File: src/rtl/dvi_raster_gen_if.sv
// Pixel stream between the image-buffer reader and the raster generator.
//   video : 24-bit pixel {R,G,B}, driven by the source
//   valid : video holds a valid pixel
//   ready : raster is in the active area; a pixel is taken when ready && valid
interface dvi_raster_gen_if;
   logic [23:0] video;
   logic        valid;
   logic        ready;

   modport master (output video, output valid, input ready);
   modport slave  (input video, input valid, output ready);
endinterface

File: src/rtl/dvi_raster_gen.sv
// DVI raster generator.
// Walks a WIDTH x HEIGHT raster. It pulls pixels from a ready/valid stream during
// the active area and drives registered H/V sync, data-enable and a 24-bit pixel bus.
// A debounced pushbutton blanks the picture while it is held.
//   clk        pixel clock, rising edge
//   rst_n      asynchronous active-low reset
//   vid        pixel stream (slave side)
//   button     raw asynchronous pushbutton
//   db_enable  debouncer count enable
//   blank      debounced button
//   de, h, v   registered data-enable and active-high syncs
//   d          registered pixel to pins
//   underflow  sticky: an active pixel was needed while valid was low
module dvi_raster_gen #(
   parameter int WIDTH    = 1040,
   parameter int FRONT_H  = 56,
   parameter int PULSE_H  = 120,
   parameter int BACK_H   = 64,
   parameter int HEIGHT   = 666,
   parameter int FRONT_V  = 37,
   parameter int PULSE_V  = 6,
   parameter int BACK_V   = 23,
   parameter int DB_WIDTH = 20
) (
   input  logic                  clk,
   input  logic                  rst_n,
   dvi_raster_gen_if.slave       vid,
   input  logic                  button,
   input  logic                  db_enable,
   output logic                  blank,
   output logic                  de,
   output logic                  h,
   output logic                  v,
   output logic [23:0]           d,
   output logic                  underflow
);

   localparam int H_ACT = WIDTH - FRONT_H - PULSE_H - BACK_H;
   localparam int V_ACT = HEIGHT - FRONT_V - PULSE_V - BACK_V;
   localparam int HW    = $clog2(WIDTH);
   localparam int VW    = $clog2(HEIGHT);

   localparam logic [HW-1:0] H_LAST  = HW'(WIDTH - 1);
   localparam logic [HW-1:0] H_ACT_C = HW'(H_ACT);
   localparam logic [HW-1:0] HS_BEG  = HW'(H_ACT + FRONT_H);
   localparam logic [HW-1:0] HS_END  = HW'(H_ACT + FRONT_H + PULSE_H);
   localparam logic [VW-1:0] V_LAST  = VW'(HEIGHT - 1);
   localparam logic [VW-1:0] V_ACT_C = VW'(V_ACT);
   localparam logic [VW-1:0] VS_BEG  = VW'(V_ACT + FRONT_V);
   localparam logic [VW-1:0] VS_END  = VW'(V_ACT + FRONT_V + PULSE_V);

   localparam logic [DB_WIDTH-1:0] DB_MAX = '1;

   logic [HW-1:0]       hcount;
   logic [VW-1:0]       vcount;
   logic                active;
   logic                hsync;
   logic                vsync;
   logic                sync_a;
   logic                sync_s;
   logic [DB_WIDTH-1:0] db_cnt;

   always_ff @(posedge clk or negedge rst_n) begin
      if (!rst_n) begin
         hcount <= '0;
         vcount <= '0;
      end else if (hcount == H_LAST) begin
         hcount <= '0;
         vcount <= (vcount == V_LAST) ? '0 : vcount + 1'b1;
      end else begin
         hcount <= hcount + 1'b1;
      end
   end

   always_comb begin
      active    = (hcount < H_ACT_C) && (vcount < V_ACT_C);
      hsync     = (hcount >= HS_BEG) && (hcount < HS_END);
      vsync     = (vcount >= VS_BEG) && (vcount < VS_END);
      vid.ready = active;
   end

   // Blanked pixels are still consumed by the ready/valid handshake, so the
   // stream stays aligned to the raster; only the pin data is forced to zero.
   always_ff @(posedge clk or negedge rst_n) begin
      if (!rst_n) begin
         de        <= 1'b0;
         h         <= 1'b0;
         v         <= 1'b0;
         d         <= '0;
         underflow <= 1'b0;
      end else begin
         de <= active;
         h  <= hsync;
         v  <= vsync;
         d  <= (active && vid.valid && !blank) ? vid.video : '0;
         if (active && !vid.valid)
            underflow <= 1'b1;
      end
   end

   // Debouncer: any disagreement between the synchronised button and blank
   // must persist for a full counter wrap before blank follows it.
   always_ff @(posedge clk or negedge rst_n) begin
      if (!rst_n) begin
         sync_a <= 1'b0;
         sync_s <= 1'b0;
         db_cnt <= '0;
         blank  <= 1'b0;
      end else begin
         sync_a <= button;
         sync_s <= sync_a;
         if (sync_s == blank) begin
            db_cnt <= '0;
         end else if (db_enable) begin
            if (db_cnt == DB_MAX) begin
               blank  <= sync_s;
               db_cnt <= '0;
            end else begin
               db_cnt <= db_cnt + 1'b1;
            end
         end
      end
   end

endmodule

File: src/flat_wrapper.sv
// flat-port wrapper written by rule: the top's interface ports become plain ports
module dvi_raster_gen_flat 
#(
   parameter int WIDTH    = 1040,
   parameter int FRONT_H  = 56,
   parameter int PULSE_H  = 120,
   parameter int BACK_H   = 64,
   parameter int HEIGHT   = 666,
   parameter int FRONT_V  = 37,
   parameter int PULSE_V  = 6,
   parameter int BACK_V   = 23,
   parameter int DB_WIDTH = 20
)
  (clk, rst_n, button, db_enable, blank, de, h, v, d, underflow, vid_video, vid_valid, vid_ready);
  dvi_raster_gen_if vid_i ();
  input  logic clk;
  input  logic rst_n;
  input  logic button;
  input  logic db_enable;
  output logic blank;
  output logic de;
  output logic h;
  output logic v;
  output logic [23:0] d;
  output logic underflow;
  input wire logic [$bits(vid_i.video)-1:0] vid_video;
  input wire logic [$bits(vid_i.valid)-1:0] vid_valid;
  output wire logic [$bits(vid_i.ready)-1:0] vid_ready;
  assign vid_i.video = vid_video;
  assign vid_i.valid = vid_valid;
  assign vid_ready = vid_i.ready;
  dvi_raster_gen #(.WIDTH(WIDTH), .FRONT_H(FRONT_H), .PULSE_H(PULSE_H), .BACK_H(BACK_H), .HEIGHT(HEIGHT), .FRONT_V(FRONT_V), .PULSE_V(PULSE_V), .BACK_V(BACK_V), .DB_WIDTH(DB_WIDTH)) u_core (.clk(clk), .rst_n(rst_n), .vid(vid_i), .button(button), .db_enable(db_enable), .blank(blank), .de(de), .h(h), .v(v), .d(d), .underflow(underflow));
endmodule
File: config.mk
export PLATFORM = sky130hd
export DESIGN_NAME = dvi_raster_gen_flat
export DESIGN_NICKNAME = d
export VERILOG_FILES = /design/src/rtl/dvi_raster_gen_if.sv /design/src/rtl/dvi_raster_gen.sv /design/src/flat_wrapper.sv
export SDC_FILE = /design/constraint.sdc
export NUM_CORES = 1
export LEC_CHECK = 0
export ABC_AREA = 1
export CORE_MARGIN = 1.5
export CORE_UTILIZATION = 53
export DETAILED_ROUTE_END_ITERATION = 8
export GPL_TIMING_DRIVEN = 0
export PLACE_DENSITY = 0.79
export SLEW_MARGIN = 10
export SYNTH_ARGS = -nofsm -noshare
export SYNTH_HDL_FRONTEND = slang
export SYNTH_SLANG_ARGS = --single-unit
File: constraint.sdc
create_clock -name clk -period 1.9 [get_ports clk]
set_input_delay 0.38 -clock clk [delete_from_list [all_inputs] [get_ports clk]]
set_output_delay 0.38 -clock clk [all_outputs]
set_load 0.01 [all_outputs]
# Word level (Yosys, flattened, before mapping)
# Index checks and enable logic that the tools add are counted.
[totals]
reg_bits = 72
inputBits = 29
wordCells = 41
[classes]
add_sub_neg = 3
order_cmp = 6
eq_ne = 4
n_mux = 6
bitwise = 1
reduce_logical = 10
[op_table]
columns = ["op", "count"]
rows = [
  ["$mux 20", 3],
  ["$mux 24", 1],
  ["$lt 11x10->1 const B", 2],
  ["$add 20x1->20 const B", 1],
  ["$eq 20x20->1 const B", 1],
  ["$lt 10x10->1 const B", 2],
  ["$add 11x1->11 const B", 1],
  ["$eq 11x11->1 const B", 1],
  ["$ge 11x10->1 const B", 1],
  ["$mux 11", 1],
  ["$add 10x1->10 const B", 1],
  ["$eq 10x10->1 const B", 1],
  ["$ge 10x10->1 const B", 1],
  ["$mux 10", 1],
  ["$logic_and 1x1->1", 6],
  ["$reduce_and 3->1", 1],
  ["$logic_not 1->1", 2],
  ["$reduce_bool 2->1", 1],
  ["$eq 1x1->1", 1],
  ["$not 1->1", 1],
]

# Depth between registers and ports, before layout
[depth]
depth_word = 5
depth_mapped = 10

# Worst setup path before layout
# OpenSTA, ideal clock, no wires.
[synth_path]
kind = "register to register"
from = "register u_core.db_cnt[0]"
to = "register u_core.db_cnt[4]"
setup_time_ns = 0.122
arrival_ns = 1.329
required_ns = 1.778
path_slack_ns = 0.449
path_stages_with_launch = 10
period_less_slack_ns = 1.451
path_cell_list = "dfrtp_1 > ha_1 > nand2_2 > nor2_4 > nand2_4 > nor2_8 > nand3_4 > nand2_4 > buf_12 > o21ai_2"
[synth_via]
elab_chain_cells = 4
elab_cells_between_ends = 5
[synth_rtl]
columns = ["element", "line_no", "rtl"]
rows = [
  ["from (decl)", "dvi_raster_gen.sv:61", "logic [DB_WIDTH-1:0] db_cnt;"],
  ["from (signal assigned)", "dvi_raster_gen.sv:119", "db_cnt <= db_cnt + 1'b1;"],
  ["$add 20x1->20 / $eq 20x20->1 (equally long branches)", "dvi_raster_gen.sv:119, dvi_raster_gen.sv:115", ""],
  ["$mux 20 (*)", "dvi_raster_gen.sv:115", "if (db_cnt == DB_MAX) begin"],
  ["$mux 20 (*)", "dvi_raster_gen.sv:114", "end else if (db_enable) begin"],
  ["$mux 20 (*)", "dvi_raster_gen.sv:112", "if (sync_s == blank) begin"],
]
# Every way passes the cells marked *; elsewhere a longest branch is shown, timed or not. The select of a mux whose other input is x is not followed.
# A chain may end at the register's enable or synchronous reset.

# Final worst setup path
[layout_path]
from = "register u_core.vcount[7]"
to = "output port vid_ready"
[layout_via]
elab_chain_cells = 2
[layout_rtl]
columns = ["element", "line_no", "rtl"]
rows = [
  ["from (decl)", "dvi_raster_gen.sv:55", "logic [VW-1:0] vcount;"],
  ["from (signal assigned)", "dvi_raster_gen.sv:69", "vcount <= (vcount == V_LAST) ? '0 : vcount + 1'b1;"],
  ["$lt 10x10->1", "dvi_raster_gen.sv:76", "active = (hcount < H_ACT_C) && (vcount < V_ACT_C);"],
  ["$logic_and 1x1->1", "dvi_raster_gen.sv:76", ""],
  ["to (decl)", "flat_wrapper.sv:28", "output wire logic [$bits(vid_i.ready)-1:0] vid_ready;"],
]
# No other way between the ends.

==> impl_results.md <==
* Run status: complete, no violations
* Critical path, cell by cell: inv_2 -> nand2_1 -> nor2_2 -> nand2_1 -> nand3_2 -> inv_2 -> buf_6
* DR vias at just over 3000
* Clk buf depth at 2
* Fmax at around 550 MHz
* Initial antenna violation count at 0
* Row cnt at 29
* Max-cap viol count at 0
* Global-route wire length before repair at ~14 mm
* Power Dens Cells at 704 nW/um^2
* Nets at around 560
* Commonest non-fill, non-tap cell in the layout: nand2_1
* Most frequent cells in the layout: nand2_1, dfrtp_1, inv_1, nor2_1, clkdlybuf4s50_1
* Placed insts at 575
* Fill cells at ~470
* Hold Path Depth at 0
* Fin cells at 605
* Worst path depth at 7
* TritonCTS Buffers at 9
* Crit path required time at around 1500 ps
* Seq cells post-synth at between 70 and 80
* Crit end category: output port
* Seq/Total Area, Yosys at 49.8%
* Starting DRT DRC Count at about 170
* Met2 wire length at ~3.8 mm
* Vias in the first global route at between 3000 and 4000
* Setup tns final at 0 ps
* GRT overflow at 0
* Crit path kind: reg -> out
* Mean Syn Cell Area at slightly above 8 um^2
* Slew headroom at approximately 70%
* Reg clk slew, reported paths at around 70 ps
* Worst r2r path cells at 7
* CTS Sinks at 72
* Final Hold Violating Endpoints at 0
* Chip height at ~86 um
* Post-Syn Instances at between 400 and 500
* Hold WC Path Type: reg -> reg
* Peak fanout along the critical path at 6
* Gpl congestion at just under 0.9
* Final WL at slightly below 8 mm
* Max VDD drop at between 0.4 and 0.5 mV
* CTS tree: done
* Leak pwr at 2.28 nW
* Final setup violation count at 0
* CP max-delay cell: dfrtp_2
* Horiz. Die Dim at between 80 and 90 um
* Final Skew at approximately 9.1 ps
* Worst-Margin Slew at about 450 ps
* Die area at approximately 7300 um^2
* Mapped cell area at 3620 um^2
* Drt pass-1 iters at 5
* GRT Resource Usage Total at between 20% and 30%
* DRT met1 WL at 3.40 mm
* Worst path arrival time at ~1400 ps
* H-tree levels at 3
* Period utilization at between 90% and 100%
* CP delay by family, top: flip-flops
* Max incr delay on CP at 440 ps
* Startpoint Class: register
* Yosys warnings at 0
* WP buf/inv at 3
* Antenna Cells at 0
* Max-slew violations at 0
* Via density at 5.01
* Syn_nets at 474
* Detailed Place HPWL at about 5.4 mm
* Core area at ~6500 um^2
* Netlist cell types at 33
* Max layer used: met4
* Wirelength per Cell at roughly 13 um
* Clk root buf: clkbuf_8
* Buffers added on ports at 58
* Clk_lat worst skew at ~340 ps
* DRC at 0
* Area growth syn-to-layout at 30.5%
* Pin count of the biggest net entering global routing at 47
* Layout cells sized above 1 at 14.8%
* Final ANT Viol Nets at 0
* # IOs at 59
* Clock period minus worst slack at approximately 1800 ps
* Met3 WL at ~570 um
* Initial Utilization at a little under three fifths
==> flip-flops by register name, indices dropped and copies added, names as in the netlist <==
signal	cells
u_core.blank	1
u_core.d	24
u_core.db_cnt	20
u_core.de	1
u_core.h	1
u_core.hcount	11
u_core.sync_a	1
u_core.sync_s	1
u_core.underflow	1
u_core.v	1
u_core.vcount	10
==> cell type report <==
cell class	count	area, um^2	area share (%)
buffer	7	52.6	1.11
tap	77	96.3	2.04
multi-input combinational	289	1540	32.5
inverter	71	267	5.64
timing repair buffer	73	714	15.1
sequential	72	1800	38.2
clock buffer	11	151	3.21
clock inverter	5	103	2.17
==> through the flow <==
step	total power [W]	hold WS, ps	instance area, um^2	setup slack [ps]	utilization, %
finish	0.00333	352	4720	80.3	73.1
global placement	0.00183	333	4300	-1990	66.5
global route	0.00345	372	4720	-9.15	73.1
CTS	0.00336	355	4650	58.3	72.1
detailed placement	0.00184	326	4320	-127	66.9
floorplan	0.00167	84.4	3620	449	-
==> per-layer routing <==
metal	global-route usage, %	vias to the layer above
met3	8.28	8
met2	38.4	92
met4	5.72	0
met5	0	-
met1	31.3	1414
li1	-	1519
==> worst register-to-register path, stage by stage (launching register included) <==
cell	delay, ps
dfrtp_1	400
buf_4	140
buf_4	140
nor2_1	100
nand2_1	110
nor3_4	310
inv_1	200
o21ai_0	230
==> cell usage after synthesis <==
cell | number | share of area (%)
a211oi_1 | 1 | 0.21
a21oi_1 | 2 | 0.28
and2_0 | 1 | 0.17
buf_12 | 1 | 0.55
buf_2 | 4 | 0.55
buf_4 | 1 | 0.21
clkbuf_2 | 1 | 0.14
dfrtp_1 | 72 | 50
ha_1 | 6 | 2.1
inv_1 | 69 | 7.2
inv_2 | 2 | 0.21
nand2_1 | 110 | 11
nand2_2 | 1 | 0.17
nand2_4 | 2 | 0.62
nand3_1 | 20 | 2.8
nand3_4 | 1 | 0.48
nand3b_1 | 1 | 0.21
nand4_1 | 7 | 1.2
nand4_2 | 1 | 0.35
nor2_1 | 65 | 6.7
nor2_2 | 1 | 0.17
nor2_4 | 2 | 0.62
nor2_8 | 1 | 0.55
nor3_1 | 8 | 1.1
nor3_4 | 1 | 0.45
o211ai_1 | 2 | 0.41
o21ai_0 | 19 | 2.6
o21ai_2 | 10 | 2.4
o21bai_1 | 4 | 0.83
o32ai_1 | 1 | 0.24
or2_2 | 1 | 0.17
xnor2_1 | 3 | 0.73
xor2_1 | 18 | 4.4
==> report_power, final <==
part / total (W) / switching [W] / internal [W]
clock network: 0.00152 / 0.000578 / 0.000942
registers: 0.00157 / 0.0000117 / 0.00156
logic: 0.000233 / 0.000110 / 0.000123
total: 0.00333 / 0.000700 / 0.00263
==> final timing paths <==
| check | endpoint | startpoint | slack (ps) |
|---|---|---|---|
| max | vid_ready | u_core.vcount[7] | 80 |
| min | u_core.sync_s | u_core.sync_a | 350 |
| max reg2reg | u_core.vcount[5] | u_core.hcount[8] | 190 |
| min reg2reg | u_core.sync_s | u_core.sync_a | 350 |
| max in group asynchronous | u_core.vcount[7] | rst_n | 840 |
| min in group asynchronous | u_core.hcount[7] | rst_n | 500 |
==> logic make-up after synthesis <==
group | Yosys count | share of synthesized area, %
flops | 72 | 49.8
simple gates | 223 | 27.2
compound gates | 39 | 7.02
fa+ha+maj | 6 | 2.07
xor+xnor | 21 | 5.08
buf+inv | 78 | 8.82
==> repair_timing <==
item / 4_1_cts / 5_1_grt
resized for setup: 12 / 12
hold buffers: 1 / 0
pin swaps: 3 / 5
setup buffers: 8 / 5
endpoints found under the hold margin: 26 / 0
gates cloned: 0 / 0
setup endpoints to repair: 1 / 1
(Power assumes the default switching activity.)
